File: src/rtl/vga_scanout.sv
// vga_scanout: translates pixel writes into 320x240x6 frame-buffer addresses and scans that buffer out as 640x480 VGA with 2x2 pixel doubling.
// Define VGA_SCANOUT_BOUNDS_EN to drop out-of-range writes and count them in drop_count.
module vga_scanout #(
    parameter int H_VISIBLE = 640,
    parameter int H_FP      = 16,
    parameter int H_SYNC    = 96,
    parameter int H_BP      = 48,
    parameter int V_VISIBLE = 480,
    parameter int V_FP      = 10,
    parameter int V_SYNC    = 2,
    parameter int V_BP      = 33
) (
    input  logic        clock,
    input  logic        reset,
    input  logic [8:0]  x_position,
    input  logic [7:0]  y_position,
    input  logic [5:0]  colour,
    input  logic        VGA_enable,
    output logic [16:0] fb_wr_addr,
    output logic [5:0]  fb_wr_data,
    output logic        fb_wr_en,
    output logic [16:0] fb_rd_addr,
    input  logic [5:0]  fb_rd_data,
    output logic [7:0]  VGA_R,
    output logic [7:0]  VGA_G,
    output logic [7:0]  VGA_B,
    output logic        VGA_HS,
    output logic        VGA_VS,
    output logic        VGA_BLANK_N,
    output logic        VGA_SYNC_N,
    output logic        VGA_CLK,
    output logic        frame_start,
    output logic [7:0]  drop_count
);

    localparam logic [9:0] H_VIS      = 10'(H_VISIBLE);
    localparam logic [9:0] H_SYNC_BEG = 10'(H_VISIBLE + H_FP);
    localparam logic [9:0] H_SYNC_END = 10'(H_VISIBLE + H_FP + H_SYNC);
    localparam logic [9:0] H_LAST     = 10'(H_VISIBLE + H_FP + H_SYNC + H_BP - 1);
    localparam logic [9:0] V_VIS      = 10'(V_VISIBLE);
    localparam logic [9:0] V_SYNC_BEG = 10'(V_VISIBLE + V_FP);
    localparam logic [9:0] V_SYNC_END = 10'(V_VISIBLE + V_FP + V_SYNC);
    localparam logic [9:0] V_LAST     = 10'(V_VISIBLE + V_FP + V_SYNC + V_BP - 1);

    logic        tick_q, tick_d;
    logic [9:0]  h_cnt_q, h_cnt_d, v_cnt_q, v_cnt_d;
    logic [16:0] rd_addr_q, rd_addr_d;
    logic        hs1_q, hs1_d, vs1_q, vs1_d, vis1_q, vis1_d;
    logic        hs_q, hs_d, vs_q, vs_d, blank_n_q, blank_n_d;
    logic [7:0]  r_q, r_d, g_q, g_d, b_q, b_d;
    logic [16:0] wr_addr_q, wr_addr_d;
    logic [5:0]  wr_data_q, wr_data_d;
    logic        wr_en_q, wr_en_d;
    logic [7:0]  drop_q, drop_d;

    logic        visible;
    logic [16:0] vy, hx, rd_addr_calc, wy, wr_addr_calc;
    logic        wr_ok;

    always_comb begin
        tick_d  = ~tick_q;
        h_cnt_d = h_cnt_q;
        v_cnt_d = v_cnt_q;
        if (tick_q) begin
            if (h_cnt_q == H_LAST) begin
                h_cnt_d = '0;
                v_cnt_d = (v_cnt_q == V_LAST) ? '0 : v_cnt_q + 10'd1;
            end else begin
                h_cnt_d = h_cnt_q + 10'd1;
            end
        end

        // Each frame-buffer pixel covers a 2x2 block of raster pixels; 320 = 256 + 64.
        visible      = (h_cnt_q < H_VIS) && (v_cnt_q < V_VIS);
        vy           = {8'b0, v_cnt_q[9:1]};
        hx           = {8'b0, h_cnt_q[9:1]};
        rd_addr_calc = (vy << 8) + (vy << 6) + hx;

        rd_addr_d = rd_addr_q;
        hs1_d     = hs1_q;
        vs1_d     = vs1_q;
        vis1_d    = vis1_q;
        hs_d      = hs_q;
        vs_d      = vs_q;
        blank_n_d = blank_n_q;
        r_d       = r_q;
        g_d       = g_q;
        b_d       = b_q;
        if (tick_q) begin
            rd_addr_d = visible ? rd_addr_calc : '0;
            hs1_d     = !((h_cnt_q >= H_SYNC_BEG) && (h_cnt_q < H_SYNC_END));
            vs1_d     = !((v_cnt_q >= V_SYNC_BEG) && (v_cnt_q < V_SYNC_END));
            vis1_d    = visible;
            // RAM data for the stage-1 address has landed by now, so syncs and colour leave together.
            hs_d      = hs1_q;
            vs_d      = vs1_q;
            blank_n_d = vis1_q;
            r_d       = vis1_q ? {4{fb_rd_data[5:4]}} : 8'h00;
            g_d       = vis1_q ? {4{fb_rd_data[3:2]}} : 8'h00;
            b_d       = vis1_q ? {4{fb_rd_data[1:0]}} : 8'h00;
        end
    end

    always_comb begin
        wy           = {9'b0, y_position};
        wr_addr_calc = (wy << 8) + (wy << 6) + {8'b0, x_position};
`ifdef VGA_SCANOUT_BOUNDS_EN
        wr_ok  = (x_position < 9'd320) && (y_position < 8'd240);
        drop_d = drop_q;
        if (VGA_enable && !wr_ok && (drop_q != 8'hFF))
            drop_d = drop_q + 8'd1;
`else
        wr_ok  = 1'b1;
        drop_d = '0;
`endif
        wr_en_d   = VGA_enable && wr_ok;
        wr_addr_d = VGA_enable ? wr_addr_calc : wr_addr_q;
        wr_data_d = VGA_enable ? colour : wr_data_q;
    end

    always_ff @(posedge clock or posedge reset) begin
        if (reset) begin
            tick_q    <= 1'b0;
            h_cnt_q   <= '0;
            v_cnt_q   <= '0;
            rd_addr_q <= '0;
            hs1_q     <= 1'b1;
            vs1_q     <= 1'b1;
            vis1_q    <= 1'b0;
            hs_q      <= 1'b1;
            vs_q      <= 1'b1;
            blank_n_q <= 1'b0;
            r_q       <= '0;
            g_q       <= '0;
            b_q       <= '0;
            wr_addr_q <= '0;
            wr_data_q <= '0;
            wr_en_q   <= 1'b0;
            drop_q    <= '0;
        end else begin
            tick_q    <= tick_d;
            h_cnt_q   <= h_cnt_d;
            v_cnt_q   <= v_cnt_d;
            rd_addr_q <= rd_addr_d;
            hs1_q     <= hs1_d;
            vs1_q     <= vs1_d;
            vis1_q    <= vis1_d;
            hs_q      <= hs_d;
            vs_q      <= vs_d;
            blank_n_q <= blank_n_d;
            r_q       <= r_d;
            g_q       <= g_d;
            b_q       <= b_d;
            wr_addr_q <= wr_addr_d;
            wr_data_q <= wr_data_d;
            wr_en_q   <= wr_en_d;
            drop_q    <= drop_d;
        end
    end

    assign fb_wr_addr  = wr_addr_q;
    assign fb_wr_data  = wr_data_q;
    assign fb_wr_en    = wr_en_q;
    assign fb_rd_addr  = rd_addr_q;
    assign VGA_R       = r_q;
    assign VGA_G       = g_q;
    assign VGA_B       = b_q;
    assign VGA_HS      = hs_q;
    assign VGA_VS      = vs_q;
    assign VGA_BLANK_N = blank_n_q;
    assign VGA_SYNC_N  = 1'b0;
    assign VGA_CLK     = tick_q;
    assign frame_start = tick_q && (h_cnt_q == '0) && (v_cnt_q == '0);
    assign drop_count  = drop_q;

endmodule

File: config.mk
export PLATFORM = sky130hd
export DESIGN_NAME = vga_scanout
export DESIGN_NICKNAME = d
export VERILOG_FILES = /design/src/rtl/vga_scanout.sv
export SDC_FILE = /design/constraint.sdc
export NUM_CORES = 1
export LEC_CHECK = 0
export CAP_MARGIN = 10
export CORE_ASPECT_RATIO = 0.7
export CORE_MARGIN = 1
export CORE_UTILIZATION = 35
export DETAILED_ROUTE_END_ITERATION = 6
export SLEW_MARGIN = 20
export SYNTH_ARGS = -nofsm -noshare
export SYNTH_HDL_FRONTEND = slang
export SYNTH_SLANG_ARGS = --single-unit
File: constraint.sdc
create_clock -name clock -period 2.3 [get_ports clock]
set_input_delay 0.46 -clock clock [delete_from_list [all_inputs] [get_ports clock]]
set_output_delay 0.46 -clock clock [all_outputs]
set_load 0.05 [all_outputs]
==> flow_summary_export.csv, run 1 <==
group,metric,value,unit
outcome,status,"finished with violations",
outcome,violations,"setup timing",
clock_tree,clkLatencyLatePin,0.34,ns
power,p_clk_share,39.5,%
synthesis,netlist-cell-type-count,58,
global_route,grtUsageTotal,17.3,%
timing,min_period_over_period,100,%
critical_path,required,1.84,ns
die,chipHeight,94.3,µm
synthesis,async_reset_ff_share,100,%
detailed_routing,dr.pass1.iters,4,
placement,dp.final_hpwl,7.75,mm
detailed_routing,ant_nets,0,
final_layout,multiInputGateArea,2260,µm²
die,die_w,134,µm
timing,hold_viol,0,
detailed_routing,first_iter_violations,191,
critical_path,crit_chain,"buf_6 > or4_4 > nor4_4 > buf_12",
global_route,grt_pass1_wl,17.0,mm
global_route,antenna_found_initial,0,
critical_path,timing_worst_setup_path_type,"reg -> out",
final_layout,area_growth,44.4,%
clock_tree,clockRootBuffer,"clkbuf_16",
critical_path,cp-end-kind,"primary output",
power,p_switching,1.13,mW
job,cap_violations,0,
timing,finClkSkew,0.00466,ns
synthesis,synth_edf_count,0,
die,io_pins,111,
die,rows,33,
clock_tree,cts-htree-levels,3,
synthesis,synth_area_leaders,"dfrtp_1, ha_1, buf_4",
global_route,grt_pass1_vias,3357,
timing,setup_violations,1,
global_route,overflow,0,
global_route,grt_max_degree,32,
final_layout,fillers,1061,
clock_tree,cts_tree,"yes",
final_layout,finalInstanceArea,6150,µm²
power,seqPwrFrac,36.7,%
final_layout,final_nets,599,
critical_path,crit_arrival,1.85,ns
critical_path,cp_slowest_cell,"or4_4",
final_layout,layout.area.seq,1860,µm²
placement,dp_slack,-0.628,ns
timing,grt_setup_unrepaired,"true",
final_layout,drive_above_1_share,24.2,%
power,pwr_density_cell,626,nW/µm²
synthesis,yosysMostFrequentCell,"dfrtp_1",
clock_tree,clkTransAtPathRegs,0.06,ns
power,power_leakage,2.79,nW
die,start_util,36.2,%
placement,placement.io_buffers,101,
detailed_routing,drc_errors,0,
clock_tree,clock-sinks,74,
synthesis,ys.warnings.count,0,
critical_path,slowest_delay,0.45,ns
synthesis,netlist.area_leader.share,41.2,%
synthesis,yosysTopAreaCell,"dfrtp_1",
synthesis,ys.flop_type,"dfrtp_1",
timing,worst_slack,-0.00678,ns
final_layout,utilization,52.2,%
placement,dpl_cell_area,5660,µm²
clock_tree,cts_buffers,9,
die,fp.dieArea,12600,µm²
timing,slew_headroom,63.7,%
synthesis,syn_inst,396,
timing,min_period,2.31,ns
detailed_routing,vias,3507,
die,core,11800,µm²
detailed_routing,wl_per_cell,15.0,µm
clock_tree,clock_path_buffers,2,
synthesis,synth_common_cells,"dfrtp_1, ha_1, buf_4",
timing,worst-slew-pin-transition,0.543,ns
critical_path,path_max_fanout,7,
power,p_int,2.72,mW
detailed_routing,vias_per_cell,5.09,
power,peakVddDrop,0.000377,V
synthesis,ys_ff_latch,74,
power,swShare,29.3,%
detailed_routing,routed_wl,10.3,mm
synthesis,yosysSeqAreaShare,43.6,%
timing,fmax,0.434,GHz
power,p_total,3.85,mW
synthesis,syn_area,4260,µm²
placement,place_congestion,0.854,
worst_hold_path,hold_class,"reg -> reg",
timing,whs,0.471,ns
power,pwr-share-comb,23.8,%
final_layout,num_antenna_cells,0,
timing,final_max_slew_viol_count,0,
synthesis,avgSynthCellArea,10.7,µm²
critical_path,crit_path_start_kind,"flop",
==> cell usage in the layout (no fill, tap or decap), types with 4 or more instances in the layout <==
cell type,Yosys,layout
a21o_1,7,7
a21oi_1,14,13
a22o_1,17,17
and3_1,5,5
and4_1,4,4
buf_4,27,50
clkbuf_16,0,9
clkdlybuf4s50_1,0,94
conb_1,1,9
dfrtp_1,70,70
dfstp_2,4,4
ha_1,36,31
ha_4,0,4
inv_1,15,9
inv_2,1,6
mux2_2,18,18
nand2_1,19,19
nand3_1,14,14
nand4_1,10,10
nor2_1,17,17
o211ai_1,4,4
o21ai_0,15,13
or4_1,5,4
xnor2_1,8,8
xor2_1,6,6
==> critical path: cells and delay by family (launching register included) <==
family / cells / cell delay (ns)
simple gates: 2 / 0.80
flops: 1 / 0.39
buf+inv: 2 / 0.32
==> logic make-up (layout without fill, tap and decap cells) <==
logic type	after synthesis	in the layout	share of synthesized area [%]
and+or+nand+nor	98	98	12.6
AOI/OAI and AO/OA	91	91	15.5
DFF	74	74	43.6
buffers and inverters	59	187	7.85
adders and majority gates	40	40	12.5
muxes	19	19	5.00
xor gates and xnor gates	14	14	2.88
other	1	9	0.0881
==> power by group through the flow <==
stage	clock network (mW)	registers (mW)	logic, mW
2_1_floorplan	0	1.67	0.334
3_3_place_gp	0	1.43	0.877
3_5_place_dp	0	1.44	0.883
4_1_cts	1.57	1.41	0.909
5_1_grt	1.63	1.42	0.968
6_report	1.52	1.41	0.915
==> path summary, 6_finish.rpt <==
check,start,end,slack (ns),cells after the start
worst max-delay path,h_cnt_q[8]$_DFFE_PP0P_,frame_start,-0.007,4
worst min-delay path,vis1_q$_DFFE_PP0P_,vis1_q$_DFFE_PP0P_,0.47,1
worst max register to register,h_cnt_q[9]$_DFFE_PP0P_,fb_rd_addr[12]$_DFFE_PP0P_,0.02,8
worst min register to register,vis1_q$_DFFE_PP0P_,vis1_q$_DFFE_PP0P_,0.47,1
max in group asynchronous,reset,VGA_HS$_DFFE_PP1P_,1.23,3
min in group asynchronous,reset,fb_wr_addr[0]$_DFFE_PP0P_,0.50,2
==> flip-flops by register name (all words and copies together) (netlist names), 2 cells and up <==
register and cells:
VGA_R 2, h_cnt_q 10, VGA_G 2, fb_wr_data 6
fb_rd_addr 17, v_cnt_q 10, VGA_B 2, fb_wr_addr 17
==> metrics by stage <==
stage,instances,setup TNS [ns]
after floorplan,404,-0.00684
after detailed placement,668,-3.68
after CTS,688,-0.141
after global routing,689,-0.440
final,689,-0.00678
after global placement,668,-3.32
==> layout make-up <==
type / count / share of cell area, %
Tap cell: 157 / 3.20
Multi-Input combinational cell: 271 / 36.8
Clock buffer: 10 / 3.89
Sequential cell: 74 / 30.2
Inverter: 16 / 1.04
Clock inverter: 6 / 1.45
Timing Repair Buffer: 155 / 23.5
==> what timing repair did <==
item                                    in CTS  in global routing
endpoints found under the setup margin      11                 13
setup buffers                                4                  1
pin swaps                                   17                 15
gates resized for setup                     30                 13
hold buffers                                 0                  0
==> routing by layer <==
metal	wire length [µm]	vias up	global-route usage [%]
met5	0	-	0
met1	5310	1688	25.3
met2	4310	101	25.4
met4	110	0	4.92
met3	578	15	3.94
li1	-	1703	-
Note: power is estimated with default switching activity, not from simulation.
==> run 2, diff against run 1 <==
Settings changed: CORE_UTILIZATION 35 to 45, PLACE_DENSITY set to 0.78.
==> run 2 against run 1 <==
Against the previous run: the run still ends with setup timing left; die area is 22% lower; register-to-register slack lost 0.08 ns; count of clock-buffer cells in the layout unchanged; final area down 1.3%; sequential power about the same; wire length grew 4.7%; clock power decreased by 9%; non-clock buffer count down 5; global-route usage rose by 5.6 points; first-iteration DRC count is 25% lower; critical endpoint is now fb_rd_addr[15]$_DFFE_PP0P_; largest cell class unchanged.
==> flow_summary_export.csv, run 2 (synthesized netlist as in run 1, its figures left out) <==
group,metric,value,unit
clock_tree,cts_buffers,9,
clock_tree,clkTransAtPathRegs,0.06,ns
detailed_routing,vias,3605,
detailed_routing,routed_wl,10.8,mm
timing,final_max_slew_viol_count,0,
final_layout,finalInstanceArea,6070,µm²
worst_hold_path,min_to,"vis1_q$_DFFE_PP0P_",
placement,dpl_cell_area,5590,µm²
worst_hold_path,hold_class,"reg -> reg",
outcome,status,"finished with violations",
final_layout,stdcell_count,651,
clock_tree,cts_tree,"yes",
global_route,antenna_found_initial,0,
outcome,violations,"setup timing",
final_layout,mostFrequentLayoutCells,"clkdlybuf4s50_1, dfrtp_1, buf_4",
placement,dp_slack,-0.607,ns
clock_tree,clock_path_buffers,2,
critical_path,required,2.51,ns
power,p_clk_share,37.3,%
power,pwr-share-comb,24.7,%
final_layout,drive_above_1_share,24.1,%
timing,hold_viol,0,
timing,fmax,0.424,GHz
power,p_switching,1.14,mW
placement,placement.io_buffers,101,
power,p_int,2.58,mW
timing,finClkSkew,0.00752,ns
power,swShare,30.7,%
power,p_total,3.72,mW
detailed_routing,ant_nets,0,
critical_path,reg2reg_slack,-0.06,ns
worst_hold_path,hold_path_depth,1,
power,pwr_density_cell,614,nW/µm²
timing,min_period_over_period,103,%
job,cap_violations,0,
global_route,grt_pass1_wl,17.8,mm
placement,place_congestion,0.898,
detailed_routing,vias_per_cell,5.54,
final_layout,final_nets,594,
final_layout,mostFrequentLayoutCell,"clkdlybuf4s50_1",
worst_hold_path,hold_start,"vis1_q$_DFFE_PP0P_",
die,core,9110,µm²
critical_path,r2r-start,"h_cnt_q[9]$_DFFE_PP0P_",
timing,slew_headroom,60.2,%
power,peakVddDrop,0.000369,V
critical_path,crit_path_start_kind,"flop",
critical_path,path_max_fanout,3,
clock_tree,cts-htree-levels,3,
timing,min_period,2.36,ns
placement,placed_cells,631,
detailed_routing,wl_per_cell,16.6,µm
clock_tree,clkLatencyLatePin,0.34,ns
die,die_w,118,µm
timing,worst_slack,-0.0579,ns
critical_path,ff2ff_path_depth,8,
timing,grt_setup_unrepaired,"true",
detailed_routing,first_iter_violations,144,
final_layout,num_antenna_cells,0,
critical_path,timing_worst_setup_path_type,"reg -> reg",
die,io_pins,111,
timing,worst-slew-pin-transition,0.596,ns
critical_path,r2r-end,"fb_rd_addr[15]$_DFFE_PP0P_",
clock_tree,clockRootBuffer,"clkbuf_16",
timing,whs,0.469,ns
global_route,grt_max_degree,28,
global_route,grtUsageTotal,23.0,%
clock_tree,clock-sinks,74,
critical_path,crit_arrival,2.57,ns
placement,dp.final_hpwl,7.81,mm
die,fp.dieArea,9860,µm²
timing,setup_violations,4,
power,seqPwrFrac,38.0,%
global_route,overflow,0,
critical_path,cp-end-kind,"flop",
global_route,grt_pass1_vias,3550,
die,start_util,46.7,%
detailed_routing,dr.pass1.iters,4,
die,rows,29,
die,chipHeight,83.4,µm
detailed_routing,drc_errors,0,
final_layout,area_growth,42.5,%
power,power_leakage,2.76,nW
-- run 2: cell type report --
cell class              instances  area, µm²
inverters                      16       63.8
flip-flops and latches         74       1860
repair buffers                150       1410
fillers                       681       3040
well taps                     124        155
clock inverters                 6       66.3
clock buffers                  10        229
multi-input cells             271       2290
-- run 2: worst max-delay path by stage --
stage	cells past startpoint	from	to	slack, ns
2_1_floorplan	7	x_position[7]	fb_wr_addr[15]$_DFFE_PP0P_	-0.007
3_3_place_gp	7	y_position[2]	fb_wr_addr[15]$_DFFE_PP0P_	-0.55
3_5_place_dp	7	y_position[2]	fb_wr_addr[12]$_DFFE_PP0P_	-0.61
4_1_cts	7	v_cnt_q[1]$_DFFE_PP0P_	frame_start	-0.06
5_1_grt	8	h_cnt_q[9]$_DFFE_PP0P_	fb_rd_addr[15]$_DFFE_PP0P_	-0.13
6_report	8	h_cnt_q[9]$_DFFE_PP0P_	fb_rd_addr[15]$_DFFE_PP0P_	-0.06
-- run 2: power groups by stage --
stage | Combinational [mW] | Clock [mW] | Sequential [mW]
2_1_floorplan | 0.334 | 0 | 1.67
4_1_cts | 0.903 | 1.41 | 1.41
6_report | 0.919 | 1.39 | 1.41
3_3_place_gp | 0.874 | 0 | 1.43
3_5_place_dp | 0.887 | 0 | 1.44
5_1_grt | 0.971 | 1.47 | 1.42
-- run 2: repair_timing --
| item | in CTS | in global routing |
|---|---|---|
| setup buffers | 3 | 1 |
| hold buffers | 0 | 0 |
| resized for setup | 32 | 17 |
| setup endpoints to repair | 11 | 10 |
| pin swaps | 20 | 9 |
-- run 2: per-stage QoR --
step | TNS [ns] | util (%)
finish | -0.0851 | 66.6
global route | -0.595 | 66.6
CTS | -0.0904 | 65.6
detailed placement | -3.99 | 61.4
global placement | -3.25 | 61.4
floorplan | -0.00684 | -
-- run 2: critical path, cell delays in order (launching register included) --
cell,delay [ns]
dfrtp_1,0.36
inv_2,0.06
fa_1,0.56
inv_2,0.06
fa_2,0.37
a211o_1,0.30
a211oi_2,0.28
or4_4,0.17
nand3_2,0.06
-- run 2: layer usage --
| layer | share of wire [%] | vias to the layer above | track usage [%] |
|---|---|---|---|
| li1 | - | 1680 | - |
| met1 | 45 | 1771 | 30.8 |
| met2 | 47 | 140 | 36.4 |
| met3 | 6.8 | 14 | 6.94 |
| met4 | 1.7 | 0 | 5.48 |
| met5 | 0 | - | 0 |
